`config.mk`:
```
export PLATFORM = sky130hd
export DESIGN_NAME = instr_encoder
export DESIGN_NICKNAME = d
export VERILOG_FILES = /design/src/rtl/instr_encoder.sv
export SDC_FILE = /design/constraint.sdc
export NUM_CORES = 1
export LEC_CHECK = 0
export ABC_AREA = 1
export CAP_MARGIN = 20
export CORE_MARGIN = 2
export CORE_UTILIZATION = 50
export CTS_CLUSTER_SIZE = 14
export DETAILED_ROUTE_END_ITERATION = 12
export PLACE_DENSITY = 0.83
export SYNTH_ARGS = -nofsm -noshare
export SYNTH_HDL_FRONTEND = slang
export SYNTH_SLANG_ARGS = --single-unit
```
`constraint.sdc`:
```
create_clock -name clk -period 1.95 [get_ports clk]
set_input_delay 0.39 -clock clk [delete_from_list [all_inputs] [get_ports clk]]
set_output_delay 0.39 -clock clk [all_outputs]
set_load 0.05 [all_outputs]
```
`src/rtl/instr_encoder.sv`:
```
// Field-level RV32I instruction encoder: validates a request, packs the word and writes it to imem.
// Defining ENC_ERR_COUNT_EN adds err_count, a saturating count of rejected requests.
module instr_encoder #(
  parameter int unsigned       ADDR_W    = 32,
  parameter logic [ADDR_W-1:0] BASE_ADDR = '0
) (
  input  logic              clk,
  input  logic              rst_n,
  input  logic              restart,
  input  logic              in_valid,
  output logic              in_ready,
  input  logic [3:0]        in_op,
  input  logic [2:0]        in_func3,
  input  logic [6:0]        in_func7,
  input  logic [4:0]        in_rd,
  input  logic [4:0]        in_rs1,
  input  logic [4:0]        in_rs2,
  input  logic [31:0]       in_imm,
  output logic              mem_wr_en,
  output logic [ADDR_W-1:0] mem_wr_addr,
  output logic [31:0]       mem_wr_data,
  input  logic              mem_wr_ready,
  output logic              err_valid,
  output logic [1:0]        err_code,
`ifdef ENC_ERR_COUNT_EN
  output logic [7:0]        err_count,
`endif
  output logic [1:0]        dbg_state
);

  // Handshakes: a request transfers on a cycle with in_valid && in_ready; a write transfers
  // on a cycle with mem_wr_en && mem_wr_ready, and addr/data stay frozen until it does.

  typedef enum logic [1:0] {S_IDLE, S_CHECK, S_EMIT, S_ERR} state_t;

  localparam logic [6:0] OPC_LUI    = 7'b0110111;
  localparam logic [6:0] OPC_AUIPC  = 7'b0010111;
  localparam logic [6:0] OPC_JAL    = 7'b1101111;
  localparam logic [6:0] OPC_JALR   = 7'b1100111;
  localparam logic [6:0] OPC_BRANCH = 7'b1100011;
  localparam logic [6:0] OPC_LOAD   = 7'b0000011;
  localparam logic [6:0] OPC_STORE  = 7'b0100011;
  localparam logic [6:0] OPC_REG    = 7'b0110011;
  localparam logic [6:0] OPC_IMM    = 7'b0010011;

  state_t            state_q;
  logic [3:0]        op_q;
  logic [2:0]        f3_q;
  logic [6:0]        f7_q;
  logic [4:0]        rd_q, rs1_q, rs2_q;
  logic [31:0]       imm_q;
  logic [ADDR_W-1:0] addr_q;
  logic [31:0]       data_q;
  logic              wr_en_q, err_valid_q;
  logic [1:0]        err_code_q;
`ifdef ENC_ERR_COUNT_EN
  logic [7:0]        err_count_q;
`endif

  logic        op_bad, f_bad, i_bad, chk_err;
  logic [1:0]  chk_code;
  logic [31:0] word_d;
  logic        i_ok, b_ok, j_ok, u_ok, sh_ok;

  // Range checks reduce to "all bits above the field equal the sign bit".
  assign i_ok  = (&imm_q[31:11]) | ~(|imm_q[31:11]);
  assign b_ok  = ((&imm_q[31:12]) | ~(|imm_q[31:12])) & ~imm_q[0];
  assign j_ok  = ((&imm_q[31:20]) | ~(|imm_q[31:20])) & ~imm_q[0];
  assign u_ok  = ~(|imm_q[11:0]);
  assign sh_ok = ~(|imm_q[31:5]);

  always_comb begin
    op_bad = 1'b0;
    f_bad  = 1'b0;
    i_bad  = 1'b0;
    word_d = '0;
    case (op_q)
      4'd0: begin
        i_bad  = ~u_ok;
        word_d = {imm_q[31:12], rd_q, OPC_LUI};
      end
      4'd1: begin
        i_bad  = ~u_ok;
        word_d = {imm_q[31:12], rd_q, OPC_AUIPC};
      end
      4'd2: begin
        i_bad  = ~j_ok;
        word_d = {imm_q[20], imm_q[10:1], imm_q[11], imm_q[19:12], rd_q, OPC_JAL};
      end
      4'd3: begin
        f_bad  = (f3_q != 3'b000);
        i_bad  = ~i_ok;
        word_d = {imm_q[11:0], rs1_q, 3'b000, rd_q, OPC_JALR};
      end
      4'd4: begin
        f_bad  = (f3_q == 3'b010) || (f3_q == 3'b011);
        i_bad  = ~b_ok;
        word_d = {imm_q[12], imm_q[10:5], rs2_q, rs1_q, f3_q, imm_q[4:1], imm_q[11], OPC_BRANCH};
      end
      4'd5: begin
        f_bad  = !(f3_q inside {3'b000, 3'b001, 3'b010, 3'b100, 3'b101});
        i_bad  = ~i_ok;
        word_d = {imm_q[11:0], rs1_q, f3_q, rd_q, OPC_LOAD};
      end
      4'd6: begin
        f_bad  = !(f3_q inside {3'b000, 3'b001, 3'b010});
        i_bad  = ~i_ok;
        word_d = {imm_q[11:5], rs2_q, rs1_q, f3_q, imm_q[4:0], OPC_STORE};
      end
      4'd7: begin
        f_bad  = !((f7_q == 7'h00) ||
                   ((f7_q == 7'h20) && ((f3_q == 3'b000) || (f3_q == 3'b101))));
        word_d = {f7_q, rs2_q, rs1_q, f3_q, rd_q, OPC_REG};
      end
      4'd8: begin
        if ((f3_q == 3'b001) || (f3_q == 3'b101)) begin
          // Shifts carry funct7 in imm[11:5] and a 5-bit shamt in imm[4:0].
          f_bad  = (f3_q == 3'b001) ? (f7_q != 7'h00)
                                    : !((f7_q == 7'h00) || (f7_q == 7'h20));
          i_bad  = ~sh_ok;
          word_d = {f7_q, imm_q[4:0], rs1_q, f3_q, rd_q, OPC_IMM};
        end else begin
          i_bad  = ~i_ok;
          word_d = {imm_q[11:0], rs1_q, f3_q, rd_q, OPC_IMM};
        end
      end
      default: op_bad = 1'b1;
    endcase
  end

  assign chk_err  = op_bad | f_bad | i_bad;
  assign chk_code = op_bad ? 2'b00 : (f_bad ? 2'b01 : 2'b10);

  always_ff @(posedge clk or negedge rst_n) begin
    if (!rst_n) begin
      state_q     <= S_IDLE;
      op_q        <= '0;
      f3_q        <= '0;
      f7_q        <= '0;
      rd_q        <= '0;
      rs1_q       <= '0;
      rs2_q       <= '0;
      imm_q       <= '0;
      addr_q      <= BASE_ADDR;
      data_q      <= '0;
      wr_en_q     <= 1'b0;
      err_valid_q <= 1'b0;
      err_code_q  <= '0;
`ifdef ENC_ERR_COUNT_EN
      err_count_q <= '0;
`endif
    end else begin
      case (state_q)
        S_IDLE: begin
          if (restart) begin
            addr_q      <= BASE_ADDR;
`ifdef ENC_ERR_COUNT_EN
            err_count_q <= '0;
`endif
          end
          if (in_valid) begin
            op_q    <= in_op;
            f3_q    <= in_func3;
            f7_q    <= in_func7;
            rd_q    <= in_rd;
            rs1_q   <= in_rs1;
            rs2_q   <= in_rs2;
            imm_q   <= in_imm;
            state_q <= S_CHECK;
          end
        end
        S_CHECK: begin
          if (chk_err) begin
            err_valid_q <= 1'b1;
            err_code_q  <= chk_code;
`ifdef ENC_ERR_COUNT_EN
            if (err_count_q != 8'hFF) err_count_q <= err_count_q + 8'd1;
`endif
            state_q     <= S_ERR;
          end else begin
            wr_en_q <= 1'b1;
            data_q  <= word_d;
            state_q <= S_EMIT;
          end
        end
        S_EMIT: begin
          if (mem_wr_ready) begin
            wr_en_q <= 1'b0;
            addr_q  <= addr_q + ADDR_W'(3'd4);
            state_q <= S_IDLE;
          end
        end
        S_ERR: begin
          err_valid_q <= 1'b0;
          state_q     <= S_IDLE;
        end
        default: state_q <= S_IDLE;
      endcase
    end
  end

  assign in_ready    = (state_q == S_IDLE);
  assign mem_wr_en   = wr_en_q;
  assign mem_wr_addr = addr_q;
  assign mem_wr_data = data_q;
  assign err_valid   = err_valid_q;
  assign err_code    = err_code_q;
  assign dbg_state   = state_q;
`ifdef ENC_ERR_COUNT_EN
  assign err_count   = err_count_q;
`endif

endmodule

```
---- Yosys cells after proc, flatten, opt, wreduce, memory -nomap -nowiden ----
Cells that the tools add are included.
cells by class
  eq/ne operators ......................... 22
  multiplexer cells ....................... 22
  add/sub/neg operators ................... 1
  reductions and logical operators ........ 39
  bitwise gates (word level) .............. 15
operators by type and width
  kind                     number
  $pmux W32 S9             1
  $mux W32                 3
  $pmux W32 S2             1
  $add A32 B3 Y32 const B  1
  $reduce_or A27 Y1        1
  $reduce_or A12 Y1        2
  $reduce_and A21 Y1       1
  $reduce_or A21 Y1        1
  $reduce_and A20 Y1       1
  $reduce_or A20 Y1        1
  $eq A4 B3 Y1 const B     4
  $reduce_and A12 Y1       1
  $ne A2 B2 Y1 const B     5
  $reduce_and A2 Y1        5
  $reduce_or A9 Y1         1
  $eq A4 B2 Y1 const B     2
  $mux W1                  8
  $mux W2                  4
  $not A1 Y1               8
  $pmux W2 S4              1
  $eq A7 B6 Y1 const B     1
  $logic_not A7 Y1         1
  $reduce_bool A7 Y1       1
  $eq A3 B2 Y1 const B     2
  23 further kinds         42
storage, ports and cells
  word-level logic and storage cells ...... 112
  output and inout port bits .............. 71
  flip-flop bits (word level) ............. 131
  input bits .............................. 66

---- Depth between registers and ports, before layout ----
  word-level depth ........................ 10
  gate-level depth with buffers ........... 14
  mapped depth without buffers ............ 13

---- Worst setup path after synthesis ----
Ideal clock, no wire load.
  kind .................................... reg2reg
  start ................................... reg state_q[0] (netlist: dbg_state[0])
  end ..................................... reg addr_q[25] (netlist: mem_wr_addr[25])
  data arrival time ....................... 2.579 ns
  slack ................................... -0.751 ns
  required time ........................... 1.828 ns
  setup time .............................. 0.122 ns
  clock period less this slack ............ 2.701 ns
  buffers on the path ..................... 1
  cell stages (with the launch flop) ...... 12
  path through ............................ dfrtp_1 nor2_1 nand2_1 nand2_1 buf_6 nand2_1 nor2_2 nand4_2 nor2_2 nand4_1 nand2_1 a21oi_1
on the way
  word-level cells in the longest chain between the ends .. 3
ends and longest elaborated chain
  item                                                                        RTL line  source
  start, declared                                                             46        state_t state_q;
  start signal, assigned                                                      136       state_q <= S_IDLE;
  start signal, assigned                                                      169       state_q <= S_CHECK;
  start signal, assigned                                                      179       state_q <= S_ERR;
  $logic_not A2 Y1 *                                                          -
  net in_ready                                                                11        output logic in_ready,
  $ne A2 B2 Y1 (no source line) / $reduce_bool A2 Y1 (equally long branches)  -
  $reduce_and A3 Y1 (no source line)                                          -
  end signal, assigned                                                        189       addr_q <= addr_q + ADDR_W'(3'd4);
  end, declared                                                               52        logic [ADDR_W-1:0] addr_q;
Mark *: on every way through the listed nets, which the timed path passes. The rest lies on a longest branch.
A chain may end at the register's enable or synchronous reset.

---- Final worst setup path ----
  start ................................... reg imm_q[17]
  end ..................................... reg data_q[3] (netlist: mem_wr_data[3])
on the way
  word-level cells in the longest chain between the ends .. 9
ends and longest elaborated chain
  item                                                           RTL line  source
  start, declared                                                51        logic [31:0] imm_q;
  start signal, assigned                                         168       imm_q <= in_imm;
  $reduce_or A21 Y1 / $reduce_or A20 Y1 (equally long branches)  66, 67
  $not A1 Y1 (on tied branches)                                  66, 67
  $or A1 B1 Y1 (on tied branches)                                66, 67
  $not A1 Y1 / $and A1 B1 Y1 (equally long branches)             -
  $mux W1 / $not A1 Y1 (equally long branches)                   116, 97
  $pmux W1 S5 *                                                  77        case (op_q)
  $or A1 B1 Y1 *                                                 131       assign chk_err = op_bad | f_bad | i_bad;
  $not A1 Y1 (no source line) *                                  -
  $reduce_and A2 Y1 (no source line) *                           -
  end signal, assigned                                           182       data_q <= word_d;
  end, declared                                                  53        logic [31:0] data_q;
Mark *: on every way between the ends. The rest lies on a longest branch, timed or not.

==> reports/qor.yml <==
global_routing:
  grt_use_total_pct: 26.8
  grt_pass1_wl_mm: 29.3
  grt.busiest_layer: "met2"
  grt_use_met1_pct: 35.3
  antenna_found_initial: 0
  grt_use_met2_pct: 42.9
  grt-ovfl-total: 0
  grt_pass1_vias: 6057
  grt_max_degree: 129
  grtUsageMet3_pct: 6.76
setup_path:
  cp.arrival_ns: 2.29
  critPathLaunchType: "flop"
  worstPathCellList: "buf_4 > nor4_1 > nand3_1 > nand2_1 > nand3_2 > nor2_4 > nand2_4 > buf_12 > nand2_2 > nand2_2"
  worstPathMaxFanout: 6
  worstPathRequired_ns: 2.26
  cpMostUsedCell: "nand2_2"
  worst_setup_path_end_kind: "flop"
  cpMaxStageDelayCell: "dfrtp_1"
  crit_type: "flop to flop"
  critPathMaxStageDelay_ns: 0.43
layout:
  seqCellArea_um2: 3210
  nets: 1066
  nFillCells: 922
  post-route-util_pct: 72.0
  antenna_cells: 0
  final-instance-count-excl-fill: 1183
  areaGrowthSynthToFinish_pct: 40.8
  final_cell_area_um2: 9050
  drive_gt1_share_pct: 22.4
  multi_input_area_um2: 2920
hold_path:
  hp-class: "input pin to async pin"
clock_network:
  clk_pin_slew_ns: 0.06
  clkLatencyLatePin_ns: 0.42
  holdBufCountCts: 0
  cts_tree: "done"
  cts-buffers-inserted: 17
  clock_sinks: 128
  h-tree-depth: 4
  root_buffer: "clkbuf_16"
  clock_path_buffers: 2
drt:
  routed_wl_mm: 18.8
  vias_per_cell: 5.35
  drtIter0Drc: 648
  drc: 0
  detail_route.first_pass.iterations: 6
  routedWlPerCell_um: 15.9
  postRouteAntennaNets: 0
  vias: 6325
die:
  start_util_pct: 51.1
  fp.dieW_um: 117
  row_count: 41
  die_h_um: 117
  die-area_um2: 13800
  core_area_um2: 12600
  ios: 137
timing:
  worst_pin_slew_ns: 0.692
  fmax_mhz: 506
  whs_ns: 0.0417
  maxSlewViolCount: 0
  rsz0062_at_grt: "yes"
  skew_ns: 0.00776
  finalHoldViolCount: 0
  fin_crit_sh_pct: 101
  relSlewSlack_pct: 53.9
  setup_ws_ns: -0.0260
  post-route-min-period_ns: 1.98
  finalSetupViolCount: 22
placed_design:
  port_buffers: 134
  dp.cells: 1142
  hpwl_mm: 12.8
  gp_congestion: 0.912
  placed_area_um2: 8180
pwr:
  peakVddDrop_mv: 0.844
  power.total_w: 0.0146
  power.density_nw_per_um2: 1620
  p_leak_nw: 4.51
synth:
  synth_warnings: 0
  synth_top_flop_cell: "dfrtp_1"
  ys_seq_area_share_pct: 49.8
  ys_types: 43
  synth_top_area_share_pct: 49.8
  syn_avg_cell_area_um2: 7.89
  ys_ff_latch: 128
  syn-instance-count: 814
  ys_async_sr_fraction_pct: 100
  syn_area_um2: 6430
  synth_top_cell_by_area: "dfrtp_1"
  synthTopCellsByArea: "dfrtp_1 (50%), nand2_1 (11%), nor2_1 (6.9%)"
  synth-edff-count: 0
flow_run:
  drv_cap: 0
run_status:
  violations: "setup timing"
  status: "complete, but fails checks"
[state kept, by name (all words and copies together), names as in the netlist]
signal,flops
imm_q,32
mem_wr_data,31
mem_wr_addr,30
f7_q,7
rd_q,5
rs1_q,5
rs2_q,5
op_q,4
f3_q,3
dbg_state,2
err_code,2
err_valid,1
mem_wr_en,1
[cells in the final DEF (no fill, tap or decap), drive strengths merged]
cell type,n
dlygate4sd2,22
nor3b,2
clkdlybuf4s50,64
o22ai,14
a21o,1
o2111ai,1
or2,1
a221oi,1
o211ai,4
buf,104
clkbuf,21
nand2,201
and3,2
o21bai,1
a22oi,6
clkinvlp,3
o21ai,23
nor4,6
nor2,127
nand3b,2
xor2,2
nand3,55
nand4,13
o221ai,3
nor3,12
bufinv,4
ha,1
conb,2
mux2,14
inv,94
o21a,1
a21oi,70
o31ai,1
dfrtp,128
clkinv,5
[layer usage]
metal | part of all wire [%] | routed length (µm)
met5 | 0 | 0
met4 | 2.7 | 512
met3 | 7.3 | 1370
met2 | 48 | 9040
met1 | 42 | 7860
[cells in the mapped netlist, types with 7 or more instances]
master / number
nand2_1: 196
dfrtp_1: 128
nor2_1: 118
inv_1: 88
a21oi_1: 69
nand3_1: 54
o21ai_0: 21
clkbuf_1: 15
mux2_2: 14
o22ai_1: 14
nor3_1: 12
nand4_1: 11
nor2_2: 7
[report_power, final]
group,internal [W],total (W),switching [W]
Combinational,0.00242,0.00679,0.00438
Clock,0.00219,0.00335,0.00116
Sequential,0.00365,0.00448,0.000831
[area by class of cell]
type,instances,share of cell area (%)
flip-flops and latches,128,35.5
multi-input cells,566,32.3
repair buffers,191,19.0
clock buffers,20,5.05
inverters,95,3.94
well taps,172,2.38
clock inverters,11,1.80
[kinds of logic after synthesis]
group	share of synthesized area (%)
AO/OA/AOI/OAI	11.0
XOR/XNOR	0.273
adder cells (fa/ha/maj)	0.195
buffers and inverters	7.90
flip-flops	49.8
multiplexers	2.45
other	0.0584
AND/OR/NAND/NOR	28.3
[worst max-delay path, delay by kind of cell, from the launching register on]
| kind | cells | cell delay, ns |
|---|---|---|
| flip-flops | 1 | 0.43 |
| AND/OR/NAND/NOR | 8 | 1.08 |
| buffers and inverters | 2 | 0.35 |
[stage by stage]
stage,setup WS [ns],TNS [ns]
finish,-0.0260,-0.217
global route,-0.160,-4.82
CTS,0.00617,0
detailed placement,-0.125,-0.832
global placement,-0.0500,-0.186
floorplan,-0.0593,-0.158
[final timing paths]
kind                                  from         endpoint  slack, ns  depth (start not counted)
min in group clk           mem_wr_data[18]  mem_wr_data[18]       0.47                          2
max                              imm_q[17]   mem_wr_data[3]      -0.03                         10
min reg2reg                mem_wr_data[18]  mem_wr_data[18]       0.47                          2
max reg2reg                      imm_q[17]   mem_wr_data[3]      -0.03                         10
max in group asynchronous            rst_n          op_q[0]       1.34                          2
min                                  rst_n         rs1_q[4]       0.04                          2
[repair_timing]
action	CTS	global route
gates cloned	1	1
setup endpoints to repair	56	46
buffers inserted	4	4
pin swaps	3	18
resized for setup	32	47
Power figures use the tool's default switching activity.
